==> src/rtl/switch_counter_pkg.sv <==
// ----------------------------------------------------------------------------
// switch_counter_pkg
// Shared constants for the switch-gated prescaled counter.
//   DIR_UP / DIR_DOWN   : encodings of the dir input
//   MODE_WRAP / MODE_SAT: encodings of the sat input
//   *_DEF               : default parameter values for the top and sub-module
// ----------------------------------------------------------------------------
package switch_counter_pkg;

    localparam logic DIR_UP    = 1'b0;
    localparam logic DIR_DOWN  = 1'b1;
    localparam logic MODE_WRAP = 1'b0;
    localparam logic MODE_SAT  = 1'b1;

    localparam int WIDTH_DEF      = 8;
    localparam int PRESCALE_DEF   = 1;
    localparam int DEB_CYCLES_DEF = 4;

endpackage : switch_counter_pkg

==> src/rtl/sw_debounce.sv <==
// ----------------------------------------------------------------------------
// sw_debounce
// Two-flop synchroniser on the raw switch followed by an optional debounce
// filter. The filtered level only follows the synchronised switch once it has
// held a new value for DEB_CYCLES consecutive clocks.
//
// Build option: SWITCH_COUNTER_DEBOUNCE_EN
//   defined   -> debounce counter active (latency 2+DEB_CYCLES edges)
//   undefined -> no filter, sw_db follows the synchroniser (latency 3 edges)
//
// Ports:
//   clk   in  system clock
//   rst   in  synchronous active-high reset
//   sw    in  raw switch, asynchronous to clk
//   sw_db out debounced switch level, registered
// ----------------------------------------------------------------------------
module sw_debounce
    import switch_counter_pkg::*;
#(
    parameter int DEB_CYCLES = DEB_CYCLES_DEF
) (
    input  logic clk,
    input  logic rst,
    input  logic sw,
    output logic sw_db
);

    if (DEB_CYCLES < 1) begin : g_bad_deb
        $error("sw_debounce: DEB_CYCLES must be >= 1");
    end

    logic s1_q, s2_q;
    logic db_q, db_d;

    // Plain synchroniser; s2_q is the first clean copy of sw.
    always_ff @(posedge clk) begin
        if (rst) begin
            s1_q <= 1'b0;
            s2_q <= 1'b0;
        end else begin
            s1_q <= sw;
            s2_q <= s1_q;
        end
    end

`ifdef SWITCH_COUNTER_DEBOUNCE_EN
    // Counter wide enough to hold DEB_CYCLES-1 even when DEB_CYCLES is 1.
    localparam int CW = $clog2(DEB_CYCLES + 1);
    localparam logic [CW-1:0] CNT_LAST = CW'(DEB_CYCLES - 1);

    logic [CW-1:0] cnt_q, cnt_d;

    // Any return of s2 to the current filtered level restarts the count,
    // so a glitch shorter than DEB_CYCLES never reaches db_q.
    always_comb begin
        cnt_d = cnt_q;
        db_d  = db_q;
        if (s2_q == db_q) begin
            cnt_d = '0;
        end else if (cnt_q == CNT_LAST) begin
            db_d  = s2_q;
            cnt_d = '0;
        end else begin
            cnt_d = cnt_q + CW'(1);
        end
    end

    always_ff @(posedge clk) begin
        if (rst) begin
            cnt_q <= '0;
            db_q  <= 1'b0;
        end else begin
            cnt_q <= cnt_d;
            db_q  <= db_d;
        end
    end
`else
    always_comb begin
        db_d = s2_q;
    end

    always_ff @(posedge clk) begin
        if (rst) begin
            db_q <= 1'b0;
        end else begin
            db_q <= db_d;
        end
    end
`endif

    assign sw_db = db_q;

endmodule : sw_debounce

==> src/rtl/switch_counter.sv <==
// ----------------------------------------------------------------------------
// switch_counter
// Switch-enabled prescaled up/down counter. The raw switch is synchronised and
// (optionally) debounced in sw_debounce; the debounced level enables a
// prescaler whose tick advances the count. The count wraps or saturates at
// 0 / MAX_VAL and emits a one-cycle terminal-count pulse on each tick taken at
// the terminal value. A synchronous load overrides counting.
//
// Build option: SWITCH_COUNTER_DEBOUNCE_EN (honoured inside sw_debounce).
//
// Ports:
//   clk      in  system clock
//   rst      in  synchronous active-high reset, overrides everything
//   sw       in  raw switch, asynchronous to clk
//   dir      in  0 = count up, 1 = count down (sampled on tick only)
//   sat      in  0 = wrap, 1 = saturate (sampled on tick only)
//   load     in  synchronous load strobe
//   load_val in  value to load, clamped to MAX_VAL
//   count    out current count, registered
//   tc       out terminal-count pulse, registered
//   sw_db    out debounced switch level, registered
// ----------------------------------------------------------------------------
module switch_counter
    import switch_counter_pkg::*;
#(
    parameter int          WIDTH      = WIDTH_DEF,
    parameter int unsigned MAX_VAL    = (2 ** WIDTH) - 1,
    parameter int          PRESCALE   = PRESCALE_DEF,
    parameter int          DEB_CYCLES = DEB_CYCLES_DEF
) (
    input  logic             clk,
    input  logic             rst,
    input  logic             sw,
    input  logic             dir,
    input  logic             sat,
    input  logic             load,
    input  logic [WIDTH-1:0] load_val,
    output logic [WIDTH-1:0] count,
    output logic             tc,
    output logic             sw_db
);

    if (PRESCALE < 1) begin : g_bad_psc
        $error("switch_counter: PRESCALE must be >= 1");
    end
    if (MAX_VAL < 1) begin : g_bad_max
        $error("switch_counter: MAX_VAL must be >= 1");
    end

    localparam logic [WIDTH-1:0] MAX_C = WIDTH'(MAX_VAL);
    localparam int               PW    = $clog2(PRESCALE + 1);
    localparam logic [PW-1:0]    PSC_LAST = PW'(PRESCALE - 1);

    logic             en;
    logic             tick;
    logic [PW-1:0]    psc_q, psc_d;
    logic [WIDTH-1:0] count_q, count_d;
    logic             tc_q, tc_d;

    sw_debounce #(
        .DEB_CYCLES (DEB_CYCLES)
    ) u_deb (
        .clk   (clk),
        .rst   (rst),
        .sw    (sw),
        .sw_db (en)
    );

    // With PRESCALE=1 psc_q stays 0 and tick reduces to en.
    assign tick = en && (psc_q == PSC_LAST);

    always_comb begin
        count_d = count_q;
        psc_d   = psc_q;
        tc_d    = 1'b0;
        if (load) begin
            count_d = (load_val > MAX_C) ? MAX_C : load_val;
            psc_d   = '0;
        end else begin
            if (!en || tick) begin
                psc_d = '0;
            end else begin
                psc_d = psc_q + PW'(1);
            end
            // dir/sat only matter here, so mid-prescale changes are harmless.
            if (tick) begin
                if (dir == DIR_UP) begin
                    if (count_q == MAX_C) begin
                        tc_d    = 1'b1;
                        count_d = (sat == MODE_SAT) ? count_q : '0;
                    end else begin
                        count_d = count_q + WIDTH'(1);
                    end
                end else begin
                    if (count_q == '0) begin
                        tc_d    = 1'b1;
                        count_d = (sat == MODE_SAT) ? count_q : MAX_C;
                    end else begin
                        count_d = count_q - WIDTH'(1);
                    end
                end
            end
        end
    end

    always_ff @(posedge clk) begin
        if (rst) begin
            count_q <= '0;
            psc_q   <= '0;
            tc_q    <= 1'b0;
        end else begin
            count_q <= count_d;
            psc_q   <= psc_d;
            tc_q    <= tc_d;
        end
    end

    assign count = count_q;
    assign tc    = tc_q;
    assign sw_db = en;

endmodule : switch_counter

==> config.mk <==
export PLATFORM = sky130hd
export DESIGN_NAME = switch_counter
export DESIGN_NICKNAME = d
export VERILOG_FILES = /design/src/rtl/switch_counter_pkg.sv /design/src/rtl/sw_debounce.sv /design/src/rtl/switch_counter.sv
export SDC_FILE = /design/constraint.sdc
export NUM_CORES = 1
export LEC_CHECK = 0
export ABC_AREA = 1
export CELL_PAD_IN_SITES_DETAIL_PLACEMENT = 1
export CELL_PAD_IN_SITES_GLOBAL_PLACEMENT = 1
export CORE_UTILIZATION = 44
export CTS_CLUSTER_SIZE = 16
export DETAILED_ROUTE_END_ITERATION = 6
export DONT_BUFFER_PORTS = 1
export PLACE_DENSITY = 0.91
export RECOVER_POWER = 100
export SLEW_MARGIN = 20
export SYNTH_ARGS = -nofsm -noshare
export SYNTH_HDL_FRONTEND = slang
export SYNTH_SLANG_ARGS = --single-unit
==> constraint.sdc <==
create_clock -name clk -period 2.03 [get_ports clk]
set_input_delay 0.609 -clock clk [delete_from_list [all_inputs] [get_ports clk]]
set_output_delay 0.609 -clock clk [all_outputs]
set_load 0.005 [all_outputs]
==> results of run 1 <==
==> synthesized netlist by cell type (2+ instances only) <==
cell type,n
sky130_fd_sc_hd__dfxtp_1,13
sky130_fd_sc_hd__inv_2,4
sky130_fd_sc_hd__o21ai_0,10
sky130_fd_sc_hd__o21a_1,2
sky130_fd_sc_hd__nand3_1,19
sky130_fd_sc_hd__inv_1,18
sky130_fd_sc_hd__ha_1,3
sky130_fd_sc_hd__nand4_1,4
sky130_fd_sc_hd__a21oi_1,11
sky130_fd_sc_hd__nor2_1,17
sky130_fd_sc_hd__buf_2,2
sky130_fd_sc_hd__xor2_1,3
sky130_fd_sc_hd__nand2_1,37
sky130_fd_sc_hd__or2_2,2
==> routing by layer <==
layer	wire length (um)	global-route usage, %	vias to the layer above
met2	1390	44.7	34
met5	0	0	-
met3	156	3.12	4
met1	1290	34.6	480
li1	-	-	506
met4	31	8.82	0
==> registers in the layout (all words and copies together), names as in the netlist <==
| signal | flops |
|---|---|
| count | 8 |
| psc_q | 1 |
| tc | 1 |
| u_deb.db_d | 1 |
| u_deb.s1_q | 1 |
| u_deb.sw_db | 1 |
==> through the flow <==
step	power (mW)	hold WS, ns
floorplan	0.449	0.388
CTS	0.655	0.377
global route	0.689	0.370
finish	0.643	0.386
global placement	0.481	0.397
detailed placement	0.489	0.401
==> critical path, delay by kind of cell (launching register included) <==
kind / cells / cell delay (ns)
AND/OR/NAND/NOR: 5 / 0.74
AO/OA/AOI/OAI: 1 / 0.06
adder cells (fa/ha/maj): 1 / 0.24
flip-flops: 1 / 0.45
buffers and inverters: 1 / 0.16
==> final cells by class <==
| class | instances | area [um2] | area share [%] |
|---|---|---|---|
| Sequential cell | 13 | 260 | 26.3 |
| Multi-Input combinational cell | 118 | 587 | 59.3 |
| Tap cell | 27 | 33.8 | 3.41 |
| Clock buffer | 4 | 26.3 | 2.65 |
| Inverter | 22 | 82.6 | 8.34 |
==> how the worst max path moves through the flow <==
stage,startpoint,end,slack (ns),cells past startpoint
after detailed placement,count[1]$_SDFFE_PP0P_,count[7]$_SDFFE_PP0P_,0.30,8
after global routing,count[1]$_SDFFE_PP0P_,count[7]$_SDFFE_PP0P_,0.07,8
after CTS,count[1]$_SDFFE_PP0P_,count[7]$_SDFFE_PP0P_,0.27,8
after global placement,count[1]$_SDFFE_PP0P_,count[7]$_SDFFE_PP0P_,0.38,8
final,count[1]$_SDFFE_PP0P_,count[7]$_SDFFE_PP0P_,0.27,8
after floorplan,load,count[2]$_SDFFE_PP0P_,0.58,6
==> power groups by stage <==
stage                     sequential (mW)  clock [mW]  combinational, mW
after CTS                           0.306       0.171              0.178
final                               0.305       0.161              0.177
after detailed placement            0.312           0              0.176
after global routing                0.308       0.180              0.201
after global placement              0.311           0              0.170
after floorplan                     0.300           0              0.149
==> cells by family (layout without fill, tap and decap cells) <==
logic type	Yosys count	in the layout	synth area share, %
adder cells (fa/ha/maj)	3	3	3.89
XOR/XNOR	4	4	3.63
flip-flops	13	13	26.9
buffers and inverters	26	26	11.1
AND/OR/NAND/NOR	84	84	39.2
other	1	1	0.388
AO/OA/AOI/OAI	26	26	14.8
==> results.txt, run 1 <==
----------------------------------------------------
[Yosys]
  Area share of the largest cell type after synthesis ... between 20% and 30%
  Sequential area share after synthesis ... a little over a quarter
  Avg Synthesized Cell Area ... 6.15 um2
  Number of enable flip-flop cells after synthesis ... 0
  Post-synthesis cell type with the largest combined area ... sky130_fd_sc_hd__dfxtp_1
  Distinct cell type count after synthesis ... 26
  Most used DFF post-synth ... sky130_fd_sc_hd__dfxtp_1
  Number of synthesis warnings ... 0
  Mapped Nets ... approximately 170
  Top cells by area, synth ... sky130_fd_sc_hd__dfxtp_1, sky130_fd_sc_hd__nand2_1, sky130_fd_sc_hd__nand3_1, sky130_fd_sc_hd__inv_1, sky130_fd_sc_hd__nor2_1
  Synthesized cell area ... 966 um2
  Flops & latches, synth ... 13
  Synthesized instance count ... 157
  Post-synth ARST share ... 0%

[Timing]
  Final worst setup slack ... 0.273 ns
  Final Max Tran Viols ... 0
  Total count of hold-check failures in the final report ... 0
  Clock period minus final worst setup slack ... 1.76 ns
  Setup repair after global routing missed its margin ... false
  Final worst clock skew ... roughly 0.0031 ns
  F_max ... between 0.5 and 0.6 GHz
  Final setup violating endpoints ... 0
  Ratio of final minimum period to clock period ... just under 90%
  Fin Setup TNS ... 0 ns

[Setup path]
  Logic depth of the worst register-to-register path ... 8
  Maximum fanout encountered on the critical timing path ... 11
  Slowest stage delay, CP ... 0.45 ns
  Critical R2R Capture ... count[7]$_SDFFE_PP0P_
  Launch instance of the worst register-to-register path ... count[1]$_SDFFE_PP0P_
  Slowest cell on the critical path ... sky130_fd_sc_hd__dfxtp_1
  Register-to-register setup slack ... between 0.2 and 0.3 ns
  Category of the worst setup path launch point ... register
  CP arrival ... between 1.5 and 2 ns
  Cells traversed along the worst timing path ... ha_1 > nand2_1 > nor2_4 > nand4_1 > nand3_2 > inv_1 > nand3_1 > a21oi_1
  Required time of the worst setup path ... about 2.2 ns
  CP endpoint kind ... register
  Start-to-end type of the worst setup path ... register to register

[Power]
  Leakage ... ~0.47 nW
  Share of total power in the clock network ... ~25%
  Relative contribution of sequential cells to total power ... 47.5%
  Peak VDD IR ... about 0.56 mV
  Combinational share of power ... about 28%
  Sw power ... roughly 0.23 mW
  Pwr per Cell Area ... roughly 650 nW/um2
  Pint ... approximately 0.41 mW
  Switching Share ... between 30% and 40%

[Layout]
  Cell area after layout ... 990 um2
  Top library cells by usage in the layout, fill and taps aside ... sky130_fd_sc_hd__nand2_1, sky130_fd_sc_hd__nand3_1, sky130_fd_sc_hd__inv_1
  Relative area change from synthesis to final layout ... 2.46%
  # fillers ... 281
  Post-layout utilization of the core ... between 40% and 50%
  Commonest non-fill, non-tap cell in the layout ... sky130_fd_sc_hd__nand2_1
  Final nets ... ~180
  Antenna diode count ... 0
  Number of standard cells in the final layout excluding fillers ... between 150 and 200
  Ratio of cells with drive above 1 in the final layout ... under 10%

[Detailed routing]
  Drt first-iter violations ... 17
  DR vias ... 1024
  Residual antenna-violating net count after detailed routing ... 0
  Number of remaining DRC errors ... 0
  Drt wl/cell ... between 15 and 20 um
  Drt total wl ... approximately 2900 um
  Vias per cell ... around 5.6
  First-pass iteration count of the detailed router ... 4

[Global routing]
  Maximum number of pins on one net before global-route repair ... 13
  First-pass GRT wire length ... roughly 4800 um
  Vias in the first global route ... 996
  Total congestion overflow ... 0
  Tot GR Track Use ... between 20% and 30%
  Number of antenna violations at the first check in global routing ... 0

[Min path]
  Terminating pin of the worst hold path ... u_deb.db_d$_SDFF_PP0_
  Hold/Removal Path Class ... input port to register
  Cells on Worst Hold Path ... 1
  Hold Crit Start ... rst

[Clock network]
  Cell at the root of the clock tree ... sky130_fd_sc_hd__clkbuf_4
  Setup fix buffers added after clock tree synthesis ... 0
  Clock-pin slew reported for the worst setup and hold paths after clock tree synthesis ... 0.08 ns
  Count of hold buffers inserted by post-cts repair ... 0
  Cells resized by post-CTS repair ... 0
  Clock tree buffer depth ... 2
  Count of clock tree sinks ... 13
  Number of buffers added by the clock tree synthesis step ... 3
  TritonCTS clock tree ... built
  Number of H-tree levels ... 1
  Source-to-sink clock delay at the later pin of the worst-skew pair ... between 0.2 and 0.3 ns

[Floorplan]
  Die footprint ... about 2400 um2
  Vertical die dimension ... roughly 50 um
  Die X-Extent ... just under 50 um
  Number of rows in the core area ... 16
  I/O pin cnt ... 24
  Initial standard-cell utilization of the core ... a little under half
  Total core area ... a little over 2000 um2

[Placement]
  Post-detail-place hpwl ... between 2000 and 2500 um
  Port Buffer Count ... 0
  Placed instance area ... ~970 um2
  Number of cells in the design after placement ... between 150 and 200
  Post-placement setup slack ... 0.297 ns
  Final RePlAce weighted congestion ... between 0.9 and 1

[Run status]
  Outcome ... complete, no violations

[Flow run]
  Max-cap violation count ... 0

----------------------------------------------------
Power figures use the tool's default switching activity.
==> run 2: changes to the inputs <==
--- a/config.mk
+++ b/config.mk
@@ -6,6 +6,7 @@
 export NUM_CORES = 1
 export LEC_CHECK = 0
 export ABC_AREA = 1
+export CAP_MARGIN = 20
 export CELL_PAD_IN_SITES_DETAIL_PLACEMENT = 1
 export CELL_PAD_IN_SITES_GLOBAL_PLACEMENT = 1
 export CORE_UTILIZATION = 44
==> results of run 2 <==
Final layout, timing and power as in run 1 (identical DEF).
